### config.mk
export PLATFORM = sky130hd
export DESIGN_NAME = bin_to_bcd_seq_flat
export DESIGN_NICKNAME = d
export VERILOG_FILES = /design/src/rtl/bin_to_bcd_seq_if.sv /design/src/rtl/bin_to_bcd_seq.sv /design/src/flat_wrapper.sv
export SDC_FILE = /design/constraint.sdc
export NUM_CORES = 1
export LEC_CHECK = 0
export ABC_CLOCK_PERIOD_IN_PS = 2100
export BUFFER_PORTS_ARGS = -buffer_cell sky130_fd_sc_hd__buf_2
export CAP_MARGIN = 20
export CORE_ASPECT_RATIO = 0.9
export CORE_MARGIN = 2
export CORE_UTILIZATION = 50
export CTS_BUF_LIST = sky130_fd_sc_hd__clkbuf_16
export CTS_CLUSTER_DIAMETER = 30
export CTS_CLUSTER_SIZE = 16
export DETAILED_ROUTE_END_ITERATION = 12
export GPL_ROUTABILITY_DRIVEN = 0
export PLACE_DENSITY = 0.73
export SLEW_MARGIN = 20
export SYNTH_ARGS = -nofsm -noshare
export SYNTH_HDL_FRONTEND = slang
export SYNTH_SLANG_ARGS = --single-unit
export TNS_END_PERCENT = 50
### constraint.sdc
create_clock -name clk -period 2.1 [get_ports clk]
set_input_delay 0.21 -clock clk [delete_from_list [all_inputs] [get_ports clk]]
set_output_delay 0.21 -clock clk [all_outputs]
set_load 0.01 [all_outputs]
### src/rtl/bin_to_bcd_seq_if.sv
// rtl/bin_to_bcd_seq_if.sv - handshake bundle for the sequential binary-to-BCD converter
//
// Purpose : groups the operand-in and result-out valid/ready channels plus busy.
// Signals :
//   in_valid  in_bin is valid this cycle            (master -> slave)
//   in_ready  converter can accept a new operand     (slave -> master)
//   in_bin    unsigned binary operand, WIDTH bits    (master -> slave)
//   out_valid out_bcd holds a finished result        (slave -> master)
//   out_ready downstream accepts the result          (master -> slave)
//   out_bcd   packed BCD, digit 0 in [3:0]           (slave -> master)
//   busy      converter is in SHIFT or DONE          (slave -> master)
interface bin_to_bcd_seq_if #(
    parameter int WIDTH  = 8,
    parameter int DIGITS = 3
);
    logic                  in_valid;
    logic                  in_ready;
    logic [WIDTH-1:0]      in_bin;
    logic                  out_valid;
    logic                  out_ready;
    logic [4*DIGITS-1:0]   out_bcd;
    logic                  busy;

    modport master (
        output in_valid, in_bin, out_ready,
        input  in_ready, out_valid, out_bcd, busy
    );

    modport slave (
        input  in_valid, in_bin, out_ready,
        output in_ready, out_valid, out_bcd, busy
    );
endinterface

### src/rtl/bin_to_bcd_seq.sv
// rtl/bin_to_bcd_seq.sv - sequential shift-add-3 binary-to-BCD converter, one shift per clock
//
// Purpose : converts a WIDTH-bit unsigned operand into DIGITS packed BCD digits
//           using double-dabble, one shift per clock, with valid/ready on both sides.
// Ports   :
//   clk    single clock, rising edge
//   rst_n  synchronous active-low reset
//   bus    bin_to_bcd_seq_if.slave (in_valid/in_ready/in_bin, out_valid/out_ready/out_bcd, busy)
module bin_to_bcd_seq #(
    parameter int WIDTH  = 8,
    parameter int DIGITS = 3
) (
    input  logic                 clk,
    input  logic                 rst_n,
    bin_to_bcd_seq_if.slave      bus
);
    localparam int     CNT_W     = $clog2(WIDTH + 1);
    localparam int     BCD_W     = 4 * DIGITS;
    localparam longint MAX_BIN   = (longint'(1) << WIDTH) - 1;
    localparam longint DEC_RANGE = longint'(10) ** DIGITS;

    // The top digit can only stay in 0..9 if DIGITS decimal places cover the binary range.
    generate
        if (DEC_RANGE <= MAX_BIN) begin : g_bad_digits
            $error("bin_to_bcd_seq: DIGITS too small for WIDTH");
        end
    endgenerate

    typedef enum logic [1:0] {
        S_IDLE  = 2'd0,
        S_SHIFT = 2'd1,
        S_DONE  = 2'd2
    } state_t;

    state_t             r_state;
    state_t             w_next_state;
    logic [WIDTH-1:0]   r_bin;
    logic [BCD_W-1:0]   r_bcd;
    logic [CNT_W-1:0]   r_cnt;
    logic [BCD_W-1:0]   w_bcd_adj;
    logic               w_last_shift;

    // Add-3 correction on every digit in parallel, applied before the shift so
    // that a digit of 5..9 carries correctly into the next digit after doubling.
    always_comb begin
        w_bcd_adj = r_bcd;
        for (int d = 0; d < DIGITS; d++) begin
            if (r_bcd[4*d +: 4] >= 4'd5) begin
                w_bcd_adj[4*d +: 4] = r_bcd[4*d +: 4] + 4'd3;
            end
        end
    end

    assign w_last_shift = (r_cnt == CNT_W'(WIDTH - 1));

    always_comb begin
        w_next_state = r_state;
        case (r_state)
            S_IDLE:  if (bus.in_valid)  w_next_state = S_SHIFT;
            S_SHIFT: if (w_last_shift)  w_next_state = S_DONE;
            S_DONE:  if (bus.out_ready) w_next_state = S_IDLE;
            default: w_next_state = S_IDLE;
        endcase
    end

    always_ff @(posedge clk) begin
        if (!rst_n) begin
            r_state <= S_IDLE;
        end else begin
            r_state <= w_next_state;
        end
    end

    always_ff @(posedge clk) begin
        if (!rst_n) begin
            r_bin <= '0;
            r_bcd <= '0;
            r_cnt <= '0;
        end else begin
            case (r_state)
                S_IDLE: begin
                    if (bus.in_valid) begin
                        r_bin <= bus.in_bin;
                        r_bcd <= '0;
                        r_cnt <= '0;
                    end
                end
                S_SHIFT: begin
                    // The top bit of the adjusted accumulator is always zero here,
                    // so dropping it during the shift loses nothing.
                    {r_bcd, r_bin} <= {w_bcd_adj[BCD_W-2:0], r_bin, 1'b0};
                    r_cnt          <= r_cnt + 1'b1;
                end
                default: begin
                    // DONE holds the result stable until the downstream takes it.
                end
            endcase
        end
    end

    always_comb begin
        bus.in_ready  = 1'b0;
        bus.out_valid = 1'b0;
        bus.busy      = 1'b0;
        bus.out_bcd   = r_bcd;
        case (r_state)
            S_IDLE:  bus.in_ready = 1'b1;
            S_SHIFT: bus.busy     = 1'b1;
            S_DONE: begin
                bus.out_valid = 1'b1;
                bus.busy      = 1'b1;
            end
            default: bus.in_ready = 1'b0;
        endcase
    end
endmodule

### src/flat_wrapper.sv
// flat-port wrapper written by rule: the top's interface ports become plain ports
module bin_to_bcd_seq_flat 
#(
    parameter int WIDTH  = 8,
    parameter int DIGITS = 3
)
  (clk, rst_n, bus_in_valid, bus_in_bin, bus_out_ready, bus_in_ready, bus_out_valid, bus_out_bcd, bus_busy);
  bin_to_bcd_seq_if #(.WIDTH(WIDTH), .DIGITS(DIGITS)) bus_i ();
  input  logic clk;
  input  logic rst_n;
  input wire logic [$bits(bus_i.in_valid)-1:0] bus_in_valid;
  input wire logic [$bits(bus_i.in_bin)-1:0] bus_in_bin;
  input wire logic [$bits(bus_i.out_ready)-1:0] bus_out_ready;
  output wire logic [$bits(bus_i.in_ready)-1:0] bus_in_ready;
  output wire logic [$bits(bus_i.out_valid)-1:0] bus_out_valid;
  output wire logic [$bits(bus_i.out_bcd)-1:0] bus_out_bcd;
  output wire logic [$bits(bus_i.busy)-1:0] bus_busy;
  assign bus_i.in_valid = bus_in_valid;
  assign bus_i.in_bin = bus_in_bin;
  assign bus_i.out_ready = bus_out_ready;
  assign bus_in_ready = bus_i.in_ready;
  assign bus_out_valid = bus_i.out_valid;
  assign bus_out_bcd = bus_i.out_bcd;
  assign bus_busy = bus_i.busy;
  bin_to_bcd_seq #(.WIDTH(WIDTH), .DIGITS(DIGITS)) u_core (.clk(clk), .rst_n(rst_n), .bus(bus_i));
endmodule
After elaboration in Yosys (flattened, before gate mapping) --
Index checks and enable logic that the tools add are counted. W data, S select, Z words.
Word-level totals: flip-flop bits (word level) 26, output and inout bits 15, bits of input ports 12, logic and storage cells 38
Cells by class: add/subtract/negate cells 4, equal/unequal tests 6, reduce and logical (&&, ||, !) cells 5, $lt $le $gt $ge 3, muxes and demuxes 16
Operators with widths (count):
- $pmux W12 S2 | 1
- $pmux W8 S2 | 1
- $ge A4 B3 Y1 const B | 3
- $mux W12 | 1
- $mux W4 | 3
- $add A4 B2 Y4 const B | 2
- $mux W8 | 1
- $pmux W4 S2 | 1
- $mux W2 | 3
- $pmux W2 S3 | 1
- $add A4 B1 Y4 const B | 1
- $eq A4 B3 Y1 const B | 1
- $ne A2 B2 Y1 const B | 2
- $add A3 B2 Y3 const B | 1
- $mux W1 | 3
- $mux W3 | 1
- $reduce_and A3 Y1 | 1
- $eq A2 B1 Y1 const B | 1
- $eq A2 B2 Y1 const B | 1
- $logic_not A2 Y1 | 1
- $ne A2 B1 Y1 const B | 1
- $reduce_and A2 Y1 | 1
- $reduce_bool A2 Y1 | 1
- $reduce_or A2 Y1 | 1

Logic depth before layout (Yosys ltp) --
depth after elaboration 3, mapped depth 7, depth with buffers taken out 6

Worst setup path after synthesis --
OpenSTA, ideal clock, no wires.
path type register to register, start register u_core.r_bcd[1] (netlist: u_core.bus.out_bcd[1]), end register u_core.r_bcd[2] (netlist: u_core.bus.out_bcd[2]), arrival time 1504 ps, slack 522 ps, clock period less this slack 1578 ps, path buffers 0, setup time 74 ps, stages on the path, launching flop included 7, data required time 2026 ps, cells stage by stage dfxtp_1 -> inv_1 -> ha_1 -> nand2b_1 -> a21oi_1 -> mux2_2 -> o21ai_0
On the way: cells in the longest elaborated chain, start to end 3, elaborated cells on any way between the ends 4, classes of those cells add/sub: 1; order compare: 1; mux: 2
Ends and longest elaborated chain:
- from (decl) | line bin_to_bcd_seq.sv:38 | logic [BCD_W-1:0] r_bcd;
- from (signal assigned) | line bin_to_bcd_seq.sv:91 | {r_bcd, r_bin} <= {w_bcd_adj[BCD_W-2:0], r_bin, 1'b0};
- $add A4 B2 Y4 / $ge A4 B3 Y1 (equally long branches) | line bin_to_bcd_seq.sv:49, bin_to_bcd_seq.sv:48
- $mux W4 * | line bin_to_bcd_seq.sv:48 | if (r_bcd[4*d +: 4] >= 4'd5) begin
- $pmux W12 S2 * | line bin_to_bcd_seq.sv:80 | case (r_state)
Every way passes the cells marked *; elsewhere a longest branch is shown, timed or not. A chain may end at the register's enable or synchronous reset.

Final worst setup path --
start register u_core.r_state[0], end register u_core.r_bcd[4] (netlist: u_core.bus.out_bcd[4])
On the way: cells in the longest elaborated chain, start to end 3, elaborated cells on any way between the ends 6, classes of those cells eq/ne: 2; mux: 1; reduce/logical: 3
Ends and longest elaborated chain:
- from (decl) | line bin_to_bcd_seq.sv:35 | state_t r_state;
- from (signal assigned) | line bin_to_bcd_seq.sv:70 | r_state <= w_next_state;
- $eq A2 B1 Y1 / $logic_not A2 Y1 (equally long branches) | line bin_to_bcd_seq.sv:80
- $reduce_bool A2 Y1 (no source line) / $ne A2 B2 Y1 (equally long branches)
- $reduce_and A2 Y1 (no source line)
Parallel ways exist; a longest one is shown, timed or not.

==> metrics.cfg <==
[run_status]
outcome=finished clean

[die]
dieHeight_um=53.8
fp-row-count=18
dieArea_um2=3190
coreArea_um2=2680
io-pin-count=27
die_w_um=59.3
start_util_pct=51.4

[synthesis]
yosys_warnings=0
yosysUniqueCellTypes=33
syn-mean-instance-area_um2=8.89
synth_edf_count=0
syn_inst=155
syn_area_um2=1380
async_flop_share_pct=0
synth_fa_ha_area_share_pct=9.08
synth_top_flop_cell=dfxtp_1
synth_xor_area_share_pct=3.18
ys_seq_elements=26
synthMuxAreaShare_pct=9.36
ys_seq_area_share_pct=37.8
syn_nets=177
synth_top_family_by_area=compound AO/OA/AOI/OAI gates
synth_compound_area_share_pct=17.6
synthSimpleGateAreaFrac_pct=17.1

[cells_and_area]
drive_above_1_share_pct=22.2
area_delta_synth_final_pct=15.5
multi_input_area_um2=776
nets=203
fin_util_pct=59.4
nFillCells=230
register_area_um2=520
n_antenna_cell=0

[setup_path]
r2r-start=u_core.r_state[0]$_SDFFE_PN0P_
reg2reg_depth=6
start_kind=flop
cp.arrival_ns=1.96
endpoint_kind=flop
critical_path_class=reg -> reg
r2r-end=u_core.bus.out_bcd[4]$_SDFFE_PN0P_
worstPathRequired_ns=2.28
crit_fanout=10
reg2reg_setup_slack_ns=0.32

[cts]
clk_pin_slew_worst_paths_ns=0.06
cts_setup_buffers=0
clockBufferDepth=2
root_buffer=clkbuf_16
ctsResizeCount=0
cts_inserted_buffers=3
ctsHoldBuffers=0
h-tree-depth=1
tritoncts=done
cts_sinks=26
insertion_delay_ns=0.26

[power]
p_int_mw=1.04
p_leak_nw=0.670
pwr-share-clk_pct=26.5
powerDensity_nw_per_um2=974
totalPowerFinal_mw=1.55
swShare_pct=32.9
peakVddDrop_mv=0.680
pwr-share-comb_pct=34.2
power.switching_mw=0.511
p_seq_share_pct=39.2

[timing]
fin_tns_setup_ns=0
fin_crit_ns=1.78
rsz0062_at_grt=false
hold_viol_final=0
slew_headroom_pct=65.7
fin_skew_ns=0.00701
max_freq_mhz=562
finalSetupViolCount=0
worst_slew_pin_slew_ns=0.513
fin_ws_ns=0.322
holdWs_ns=0.297
finalMaxSlewViolations=0
post-route-period-util_pct=84.7

[global_routing]
grt_pass1_wl_um=4320
grt_pass1_vias=996
antenna_found_initial=0
grt_max_degree=16
grt_overflow=0
track_usage_pct=18.0

[hold_path]
hp-class=in -> reg
hold_start=bus_in_bin[6]
min_path_cells=3
min_to=u_core.r_bin[6]$_SDFFE_PN0P_

[route]
final_antenna_net_count=0
wl_per_cell_um=12.4
wirelength_um=2610
drtPass1Iterations=4
routed_via_density=5.41
num_vias=1137
drc=0
drt_iter0_drc=28

[placement]
dp_slack_ns=0.319
portBuffers=26
hpwl_um=1920

[flow_run]
cap_violations=0

[cells in the mapped netlist (2+ instances only)]
cell | n | area, um2
dfxtp_1 | 26 | 521
nor2_1 | 14 | 52.6
nand2_1 | 12 | 45.0
o21ai_0 | 12 | 60.1
inv_1 | 11 | 41.3
a21oi_1 | 10 | 50.1
ha_1 | 10 | 125
mux2i_1 | 8 | 80.1
a211oi_1 | 7 | 52.6
nand3_1 | 5 | 25.0
nand2b_1 | 4 | 25.0
mux2_2 | 3 | 33.8
nand4_1 | 3 | 18.8
xnor2_1 | 3 | 26.3
a22oi_1 | 2 | 15.0
buf_2 | 2 | 10.0
buf_6 | 2 | 22.5
clkbuf_1 | 2 | 7.51
nor3_1 | 2 | 10.0
o31ai_1 | 2 | 15.0
o31ai_2 | 2 | 25.0
xor2_1 | 2 | 17.5
[layer usage]
metal	share of wire (%)	track usage [%]	up-vias
li1	-	-	597
met1	47	21.3	513
met2	48	32.1	25
met3	4.0	4.33	2
met4	1.1	5.68	0
met5	0	0	-
[cell families (layout without fill, tap and decap cells)]
kind of cell,after synthesis,count (layout)
buf+inv,17,42
fa+ha+maj,10,10
xor+xnor,5,5
compound gates,38,38
mux,12,12
flops,26,26
simple gates,47,47
[through the flow]
step	cells	area, um2
finish	210	1590
detailed placement	206	1510
floorplan	155	1380
global route	210	1590
global placement	206	1510
CTS	210	1590
[layout make-up]
| type | count | share of cell area, % |
|---|---|---|
| multi-input combinational | 112 | 48.7 |
| sequential | 26 | 32.7 |
| timing repair buffer | 27 | 8.65 |
| clock buffer | 3 | 4.72 |
| inverter | 11 | 2.59 |
| tap | 30 | 2.36 |
| clock inverter | 1 | 0.236 |
[how the worst max path moves through the flow]
| stage | start | to | slack [ns] | depth (start not counted) |
|---|---|---|---|---|
| floorplan | u_core.bus.out_bcd[1]$_SDFFE_PN0P_ | u_core.bus.out_bcd[2]$_SDFFE_PN0P_ | 0.52 | 6 |
| global placement | u_core.r_state[0]$_SDFFE_PN0P_ | u_core.bus.out_bcd[8]$_SDFFE_PN0P_ | 0.42 | 6 |
| detailed placement | u_core.r_state[0]$_SDFFE_PN0P_ | u_core.bus.out_bcd[4]$_SDFFE_PN0P_ | 0.32 | 6 |
| CTS | u_core.r_state[0]$_SDFFE_PN0P_ | u_core.bus.out_bcd[4]$_SDFFE_PN0P_ | 0.31 | 6 |
| global route | u_core.r_state[0]$_SDFFE_PN0P_ | u_core.bus.out_bcd[8]$_SDFFE_PN0P_ | 0.16 | 6 |
| finish | u_core.r_state[0]$_SDFFE_PN0P_ | u_core.bus.out_bcd[4]$_SDFFE_PN0P_ | 0.32 | 6 |
[flip-flops by register name (all words and copies together), names as in the netlist]
signal,count
u_core.bus.out_bcd,12
u_core.r_bin,8
u_core.r_cnt,4
u_core.r_state,2
[power groups by stage]
| stage | Combinational (mW) | Sequential, mW | Clock, mW |
|---|---|---|---|
| after floorplan | 0.448 | 0.611 | 0 |
| after global placement | 0.513 | 0.616 | 0 |
| after detailed placement | 0.531 | 0.621 | 0 |
| after CTS | 0.535 | 0.610 | 0.418 |
| after global routing | 0.598 | 0.617 | 0.448 |
| final | 0.531 | 0.609 | 0.411 |
[critical path: stages (launching register included)]
cell and delay (ns):
dfxtp_1 0.33, inv_1 0.07, ha_1 0.29, and2b_4 0.22, nor2b_2 0.38, nand2_4 0.15, o31ai_2 0.25
[cell usage in the layout (no fill, tap or decap), types with 4 or more instances in the layout]
cell       n
a211oi_1   7
a21oi_1   10
buf_2     26
dfxtp_1   26
ha_1      10
inv_1     11
mux2i_1    8
nand2_1   12
nand2b_1   4
nand3_1    5
nor2_1    14
o21ai_0   12
Note: power is estimated with default switching activity, not from simulation.
